## config.mk

```make
export PLATFORM = sky130hd
export DESIGN_NAME = aud_rec_play_ctrl
export DESIGN_NICKNAME = d
export VERILOG_FILES = /design/src/rtl/aud_seq_pkg.sv /design/src/rtl/aud_mem_arb.sv /design/src/rtl/aud_rec_play_ctrl.sv
export SDC_FILE = /design/constraint.sdc
export NUM_CORES = 1
export LEC_CHECK = 0
export ABC_AREA = 1
export CORE_UTILIZATION = 51
export CTS_CLUSTER_DIAMETER = 200
export DETAILED_ROUTE_END_ITERATION = 10
export PLACE_DENSITY_LB_ADDON = 0.08
export SLEW_MARGIN = 20
export SYNTH_ARGS = -nofsm -noshare
export SYNTH_HDL_FRONTEND = slang
export SYNTH_SLANG_ARGS = --single-unit
export TNS_END_PERCENT = 50
```

## constraint.sdc

```tcl
create_clock -name AUD_BCLK -period 3.84 [get_ports AUD_BCLK]
set_clock_uncertainty 0.1 [all_clocks]
set_input_delay 0.768 -clock AUD_BCLK [delete_from_list [all_inputs] [get_ports AUD_BCLK]]
set_output_delay 0.768 -clock AUD_BCLK [all_outputs]
set_load 0.005 [all_outputs]
```

## src/rtl/aud_seq_pkg.sv

```systemverilog
// rtl/aud_seq_pkg.sv - shared state encoding, defaults and frame type for the audio sequencer
package aud_seq_pkg;

    localparam int ADDR_W_DEF = 16;
    localparam int DATA_W_DEF = 32;

    typedef enum logic [1:0] {
        ST_IDLE   = 2'b00,
        ST_RECORD = 2'b01,
        ST_PLAY   = 2'b10,
        ST_DELAY  = 2'b11
    } aud_state_t;

    typedef struct packed {
        logic [15:0] l;
        logic [15:0] r;
    } aud_frame_t;

endpackage

```

## src/rtl/aud_mem_arb.sv

```systemverilog
// rtl/aud_mem_arb.sv - write-priority arbiter for the single-port sample RAM
// A read that loses to a write waits in a one-entry pending slot; rd_done marks mem_rdata valid.
module aud_mem_arb
    import aud_seq_pkg::*;
#(
    parameter int ADDR_W = ADDR_W_DEF,
    parameter int DATA_W = DATA_W_DEF
) (
    input  logic              AUD_BCLK,
    input  logic              NRST,
    input  logic              wr_req,
    input  logic [ADDR_W-1:0] wr_addr,
    input  logic [DATA_W-1:0] wr_data,
    input  logic              rd_req,
    input  logic [ADDR_W-1:0] rd_addr,
    output logic              rd_pend,
    output logic              rd_done,
    output logic              mem_en,
    output logic              mem_we,
    output logic [ADDR_W-1:0] mem_addr,
    output logic [DATA_W-1:0] mem_wdata
);

    logic [ADDR_W-1:0] pend_addr;

    always_ff @(posedge AUD_BCLK) begin
        if (!NRST) begin
            rd_pend   <= 1'b0;
            pend_addr <= '0;
            rd_done   <= 1'b0;
            mem_en    <= 1'b0;
            mem_we    <= 1'b0;
            mem_addr  <= '0;
            mem_wdata <= '0;
        end else begin
            rd_done <= mem_en & ~mem_we;
            if (wr_req) begin
                mem_en    <= 1'b1;
                mem_we    <= 1'b1;
                mem_addr  <= wr_addr;
                mem_wdata <= wr_data;
                if (rd_req && !rd_pend) begin
                    rd_pend   <= 1'b1;
                    pend_addr <= rd_addr;
                end
            end else if (rd_pend) begin
                // a request arriving now is coalesced into the one being issued
                mem_en   <= 1'b1;
                mem_we   <= 1'b0;
                mem_addr <= pend_addr;
                rd_pend  <= 1'b0;
            end else if (rd_req) begin
                mem_en   <= 1'b1;
                mem_we   <= 1'b0;
                mem_addr <= rd_addr;
            end else begin
                mem_en <= 1'b0;
                mem_we <= 1'b0;
            end
        end
    end

endmodule

```

## src/rtl/aud_rec_play_ctrl.sv

```systemverilog
// rtl/aud_rec_play_ctrl.sv - record/playback/live-delay sequencer feeding the DAC from sample RAM
// Optional AUD_MONITOR_EN: pass the live ADC frame to the DAC while recording.
module aud_rec_play_ctrl
    import aud_seq_pkg::*;
#(
    parameter int ADDR_W = ADDR_W_DEF,
    parameter int DATA_W = DATA_W_DEF
) (
    input  logic              AUD_BCLK,
    input  logic              NRST,
    input  logic              cmd_rec,
    input  logic              cmd_play,
    input  logic              cmd_delay,
    input  logic              cmd_stop,
    input  logic              loop_en,
    input  logic [ADDR_W-1:0] delay_len,
    input  logic              adc_vld,
    input  logic [DATA_W-1:0] adc_frame,
    input  logic              dac_req,
    output logic [DATA_W-1:0] dac_frame,
    output logic              dac_vld,
    output logic              mem_en,
    output logic              mem_we,
    output logic [ADDR_W-1:0] mem_addr,
    output logic [DATA_W-1:0] mem_wdata,
    input  logic [DATA_W-1:0] mem_rdata,
    output logic [1:0]        state,
    output logic [ADDR_W:0]   rec_len,
    output logic              full
);

    localparam logic [ADDR_W:0] DEPTH = {1'b1, {ADDR_W{1'b0}}};

    aud_state_t        st;
    logic [ADDR_W-1:0] wr_ptr;
    logic [ADDR_W-1:0] rd_ptr;
    logic [ADDR_W-1:0] dly;
    logic              wr_req;
    logic              rd_req;
    logic              rd_go;
    logic              last_rd;
    logic              rd_pend;
    logic              rd_done;
    logic [ADDR_W-1:0] rd_addr;
    logic [DATA_W-1:0] rec_frame;

    assign state = st;

    // D counts back from the newest frame, including one written in this same cycle
    always_comb begin
        wr_req  = adc_vld && !cmd_stop && (st == ST_RECORD || st == ST_DELAY);
        rd_req  = dac_req && !cmd_stop && (st == ST_PLAY || st == ST_DELAY);
        rd_go   = rd_req && !rd_pend;
        last_rd = ({1'b0, rd_ptr} == rec_len - (ADDR_W+1)'(1));
        rd_addr = rd_ptr;
        if (st == ST_DELAY)
            rd_addr = wr_ptr + ADDR_W'(wr_req) - ADDR_W'(1) - dly;
    end

`ifdef AUD_MONITOR_EN
    logic [DATA_W-1:0] mon_frame;

    always_ff @(posedge AUD_BCLK) begin
        if (!NRST)
            mon_frame <= '0;
        else if (st == ST_IDLE && cmd_rec && !cmd_stop)
            mon_frame <= '0;
        else if (wr_req && st == ST_RECORD)
            mon_frame <= adc_frame;
    end

    assign rec_frame = adc_vld ? adc_frame : mon_frame;
`else
    assign rec_frame = '0;
`endif

    always_ff @(posedge AUD_BCLK) begin
        if (!NRST) begin
            st        <= ST_IDLE;
            wr_ptr    <= '0;
            rd_ptr    <= '0;
            dly       <= '0;
            rec_len   <= '0;
            full      <= 1'b0;
            dac_frame <= '0;
            dac_vld   <= 1'b0;
        end else begin
            dac_vld <= 1'b0;
            if (rd_done) begin
                dac_frame <= mem_rdata;
                dac_vld   <= 1'b1;
            end else if (dac_req && (st == ST_IDLE || st == ST_RECORD)) begin
                dac_frame <= (st == ST_RECORD) ? rec_frame : '0;
                dac_vld   <= 1'b1;
            end

            case (st)
                ST_IDLE: begin
                    if (cmd_stop) begin
                        st <= ST_IDLE;
                    end else if (cmd_rec) begin
                        st     <= ST_RECORD;
                        wr_ptr <= '0;
                        full   <= 1'b0;
                    end else if (cmd_play) begin
                        if (rec_len != '0) begin
                            st     <= ST_PLAY;
                            rd_ptr <= '0;
                        end
                    end else if (cmd_delay) begin
                        st     <= ST_DELAY;
                        wr_ptr <= '0;
                        dly    <= delay_len;
                    end
                end
                ST_RECORD: begin
                    if (cmd_stop) begin
                        rec_len <= {1'b0, wr_ptr};
                        st      <= ST_IDLE;
                    end else if (wr_req) begin
                        wr_ptr <= wr_ptr + ADDR_W'(1);
                        if (wr_ptr == '1) begin
                            rec_len <= DEPTH;
                            full    <= 1'b1;
                            st      <= ST_IDLE;
                        end
                    end
                end
                ST_PLAY: begin
                    if (cmd_stop) begin
                        st <= ST_IDLE;
                    end else if (rd_go) begin
                        if (last_rd) begin
                            if (loop_en)
                                rd_ptr <= '0;
                            else
                                st <= ST_IDLE;
                        end else begin
                            rd_ptr <= rd_ptr + ADDR_W'(1);
                        end
                    end
                end
                ST_DELAY: begin
                    if (cmd_stop)
                        st <= ST_IDLE;
                    else if (wr_req)
                        wr_ptr <= wr_ptr + ADDR_W'(1);
                end
                default: st <= ST_IDLE;
            endcase
        end
    end

    aud_mem_arb #(
        .ADDR_W (ADDR_W),
        .DATA_W (DATA_W)
    ) u_arb (
        .AUD_BCLK  (AUD_BCLK),
        .NRST      (NRST),
        .wr_req    (wr_req),
        .wr_addr   (wr_ptr),
        .wr_data   (adc_frame),
        .rd_req    (rd_req),
        .rd_addr   (rd_addr),
        .rd_pend   (rd_pend),
        .rd_done   (rd_done),
        .mem_en    (mem_en),
        .mem_we    (mem_we),
        .mem_addr  (mem_addr),
        .mem_wdata (mem_wdata)
    );

endmodule

```

==> metrics <==
outcome finished clean; Worst Hold Launch u_arb.mem_we; RSZ-0062 raised after global routing false; Post-Syn Nets 1382; Port Buffers 191; slew margin rel. 46.37%; Pwr per Cell Area 368.2 nW/um^2; Skew-Pair Late Insertion Delay 440 ps; GP Congestion 1.015; crit start category primary input; Seq/Total Area, Yosys 38.99%; Die W 132.4 microns; vias post-DR 8951; H-tree levels 4; CP endpoint kind flip-flop; design area 11410 sq um; nets 1552; worst path bufs/invs 3; hold endpoint u_arb.rd_done; 1st-pass router iterations 7; 1st-iter DRT viols 823; Static Leak 4.619 nW; multi-input combinational cell area 4576 sq um; mean area per synthesized cell 6.812 sq um; DRT antenna net count 0; placed wire-length estimate 18870 microns; I/O Pins 192; clock buffer count from CTS 17; pin count of the biggest net entering global routing 56; Placed Area 10770 sq um; Max-Cap Viols 0; FF-to-FF setup slack 840 ps; register area 3383 sq um; post-synthesis cell type count 46; Core Util, Final 68.82%; synthesized area 8678 sq um; Peak VDD IR 0.3550 mV; FFs w/ async S/R, synth 0%; Rows 47; Hold-fix buffers, CTS 0; hold path depth 1; Synth Instances 1274; clock-pin slew on the worst setup and hold paths 70 ps; drc violations 0; crit-path max cell delay 440 ps; first-pass GRT wire length 41890 microns; Yosys reg bits 169; Tmin final 3304 ps; area growth from synthesis to layout 31.52%; overall power 0.004202 W; commonest cells after routing, fill and taps aside nand2_1, clkdlybuf4s50_1, dfxtp_1; Worst EP required 4100 ps; root buffer cell clkbuf_16; Crit Path Max Fanout 4; worst reg2reg startpoint state[0]; kind of cell adding the most delay to the critical path compound AO/OA/AOI/OAI gates; gr ovfl total 0; die height 132.4 microns; Starting Density 52.33%; Longest Clk Path Bufs 2; CP cell instances clkdlybuf4s50_1 > inv_2 > nand3_2 > fa_1 > inv_1 > nand3_1 > nand2_1 > a21oi_1 > o21ai_0 > xnor2_1 > o21ai_0 > nand2_1 > nand2_1 > nand2_1 > a21oi_1; setup violators final 0; r2r endpoint u_arb.mem_addr[7]; final wirelength 25970 microns; final worst-path cycle share 86.04%; Critical Path Start cmd_stop; vias per inst 5.338; placed cell count 1645; Crit-path slowest cell clkdlybuf4s50_1; worst reg2reg path depth 13; Worst Hold Class flip-flop to flip-flop; initial antenna violation count 0; setup TNS 0 ps; Antenna Cells 0; GR Util All Layers 29.97%; post_cts resized 0; Critical Path AT 3560 ps; Critical Path Most Common Cell nand2_1; post-CTS setup buffer count 0; Core Area 16580 sq um; full die area 17540 sq um; drt wl/cell 15.48 microns; Cell Count, Final, Fillers Out 1677; Warnings, synthesis 0; layout cells sized above 1 6.795%; clk sinks 169; Worst-Margin Slew 803.2 ps; fillers 1469; CTS tree yes; number of global-route vias before repair 8297; commonest non-fill, non-tap cell in the layout nand2_1; Main synth FF type dfxtp_1; number of enable flip-flop cells after synthesis 0; Final Hold Vio Count 0; critical path type primary input to flip-flop; FMAX 302.7 MHz; Slew Limit Fails 0
==> power by group <==
part / leakage, nW / internal, W / total (W) / switching [W]
Sequential: 1.36 / 0.00179 / 0.00182 / 0.0000274
Clock: 0.308 / 0.00111 / 0.00187 / 0.000758
Combinational: 2.95 / 0.000231 / 0.000517 / 0.000286
Total: 4.62 / 0.00313 / 0.00420 / 0.00107
==> synthesized netlist by cell type (3+ instances only) <==
master / n / area share [%]
nand2_1: 293 / 13
dfxtp_1: 169 / 39
nor2_1: 160 / 6.9
a21oi_1: 135 / 7.8
inv_1: 124 / 5.4
o21ai_0: 105 / 6.1
nand3_1: 58 / 3.3
clkbuf_1: 48 / 2.1
ha_1: 17 / 2.5
xor2_1: 17 / 1.7
nor3_1: 16 / 0.92
nand4_1: 13 / 0.94
o211ai_1: 12 / 1.0
xnor2_1: 11 / 1.1
o21bai_1: 10 / 0.87
a31oi_1: 9 / 0.65
nand2_2: 9 / 0.65
nor2_4: 8 / 1.0
nor2_2: 7 / 0.50
nand3_2: 6 / 0.69
inv_2: 4 / 0.17
or2_2: 4 / 0.29
a21oi_2: 3 / 0.30
buf_1: 3 / 0.13
buf_2: 3 / 0.17
o21a_1: 3 / 0.26
==> how the worst max path moves through the flow <==
stage | end | slack, ps | cells after the start
global route | u_arb.mem_addr[7] | 270 | 15
floorplan | u_arb.mem_addr[14] | 720 | 17
detailed placement | u_arb.mem_addr[14] | 170 | 17
CTS | u_arb.mem_addr[14] | 610 | 17
global placement | u_arb.mem_addr[14] | 200 | 17
finish | u_arb.mem_addr[7] | 540 | 15
==> stage by stage <==
stage | hold WS (ps) | setup WS (ps)
global placement | 301.2 | 195.3
floorplan | 312.7 | 724.0
CTS | 319.2 | 612.3
global route | 330.1 | 270.5
finish | 314.4 | 536.2
detailed placement | 307.5 | 169.2
==> registers in the layout, indices dropped and copies added (netlist names) <==
signal	cells
dac_frame	32
u_arb.mem_wdata	32
rec_len	17
dly	16
rd_ptr	16
u_arb.mem_addr	16
u_arb.pend_addr	16
wr_ptr	16
state	2
dac_vld	1
full	1
u_arb.mem_en	1
u_arb.mem_we	1
u_arb.rd_done	1
u_arb.rd_pend	1
==> kinds of logic after synthesis <==
logic type	after synthesis	synth area share (%)
DFF	169	38.98
xor gates and xnor gates	28	2.826
AOI/OAI and AO/OA	284	17.62
and+or+nand+nor	587	29.33
buffers and inverters	187	8.333
adders and majority gates	19	2.912
==> final cells by class <==
type | instances | area share, %
clock inverter | 14 | 1.853
inverter | 129 | 4.243
clock buffer | 18 | 3.760
sequential | 169 | 29.64
tap | 220 | 2.412
timing repair buffer | 209 | 18.00
multi-input combinational | 918 | 40.09
==> worst register-to-register path, cell delays in order, from the launching register on <==
cell	delay (ps)
dfxtp_1	480
nand3_2	180
fa_1	430
inv_1	130
nand3_1	80
nand2_1	110
a21oi_1	120
o21ai_0	410
xnor2_1	110
o21ai_0	400
nand2_1	120
nand2_1	100
nand2_1	60
a21oi_1	110
==> routing by layer <==
metal / track usage, % / vias up / wire length [microns]
met2: 49.18 / 322 / 11850
met4: 13.92 / 0 / 923
met5: 0 / - / 0
li1: - / 4470 / -
met3: 5.402 / 69 / 1636
met1: 38.25 / 4090 / 11550
Power figures use the tool's default switching activity.
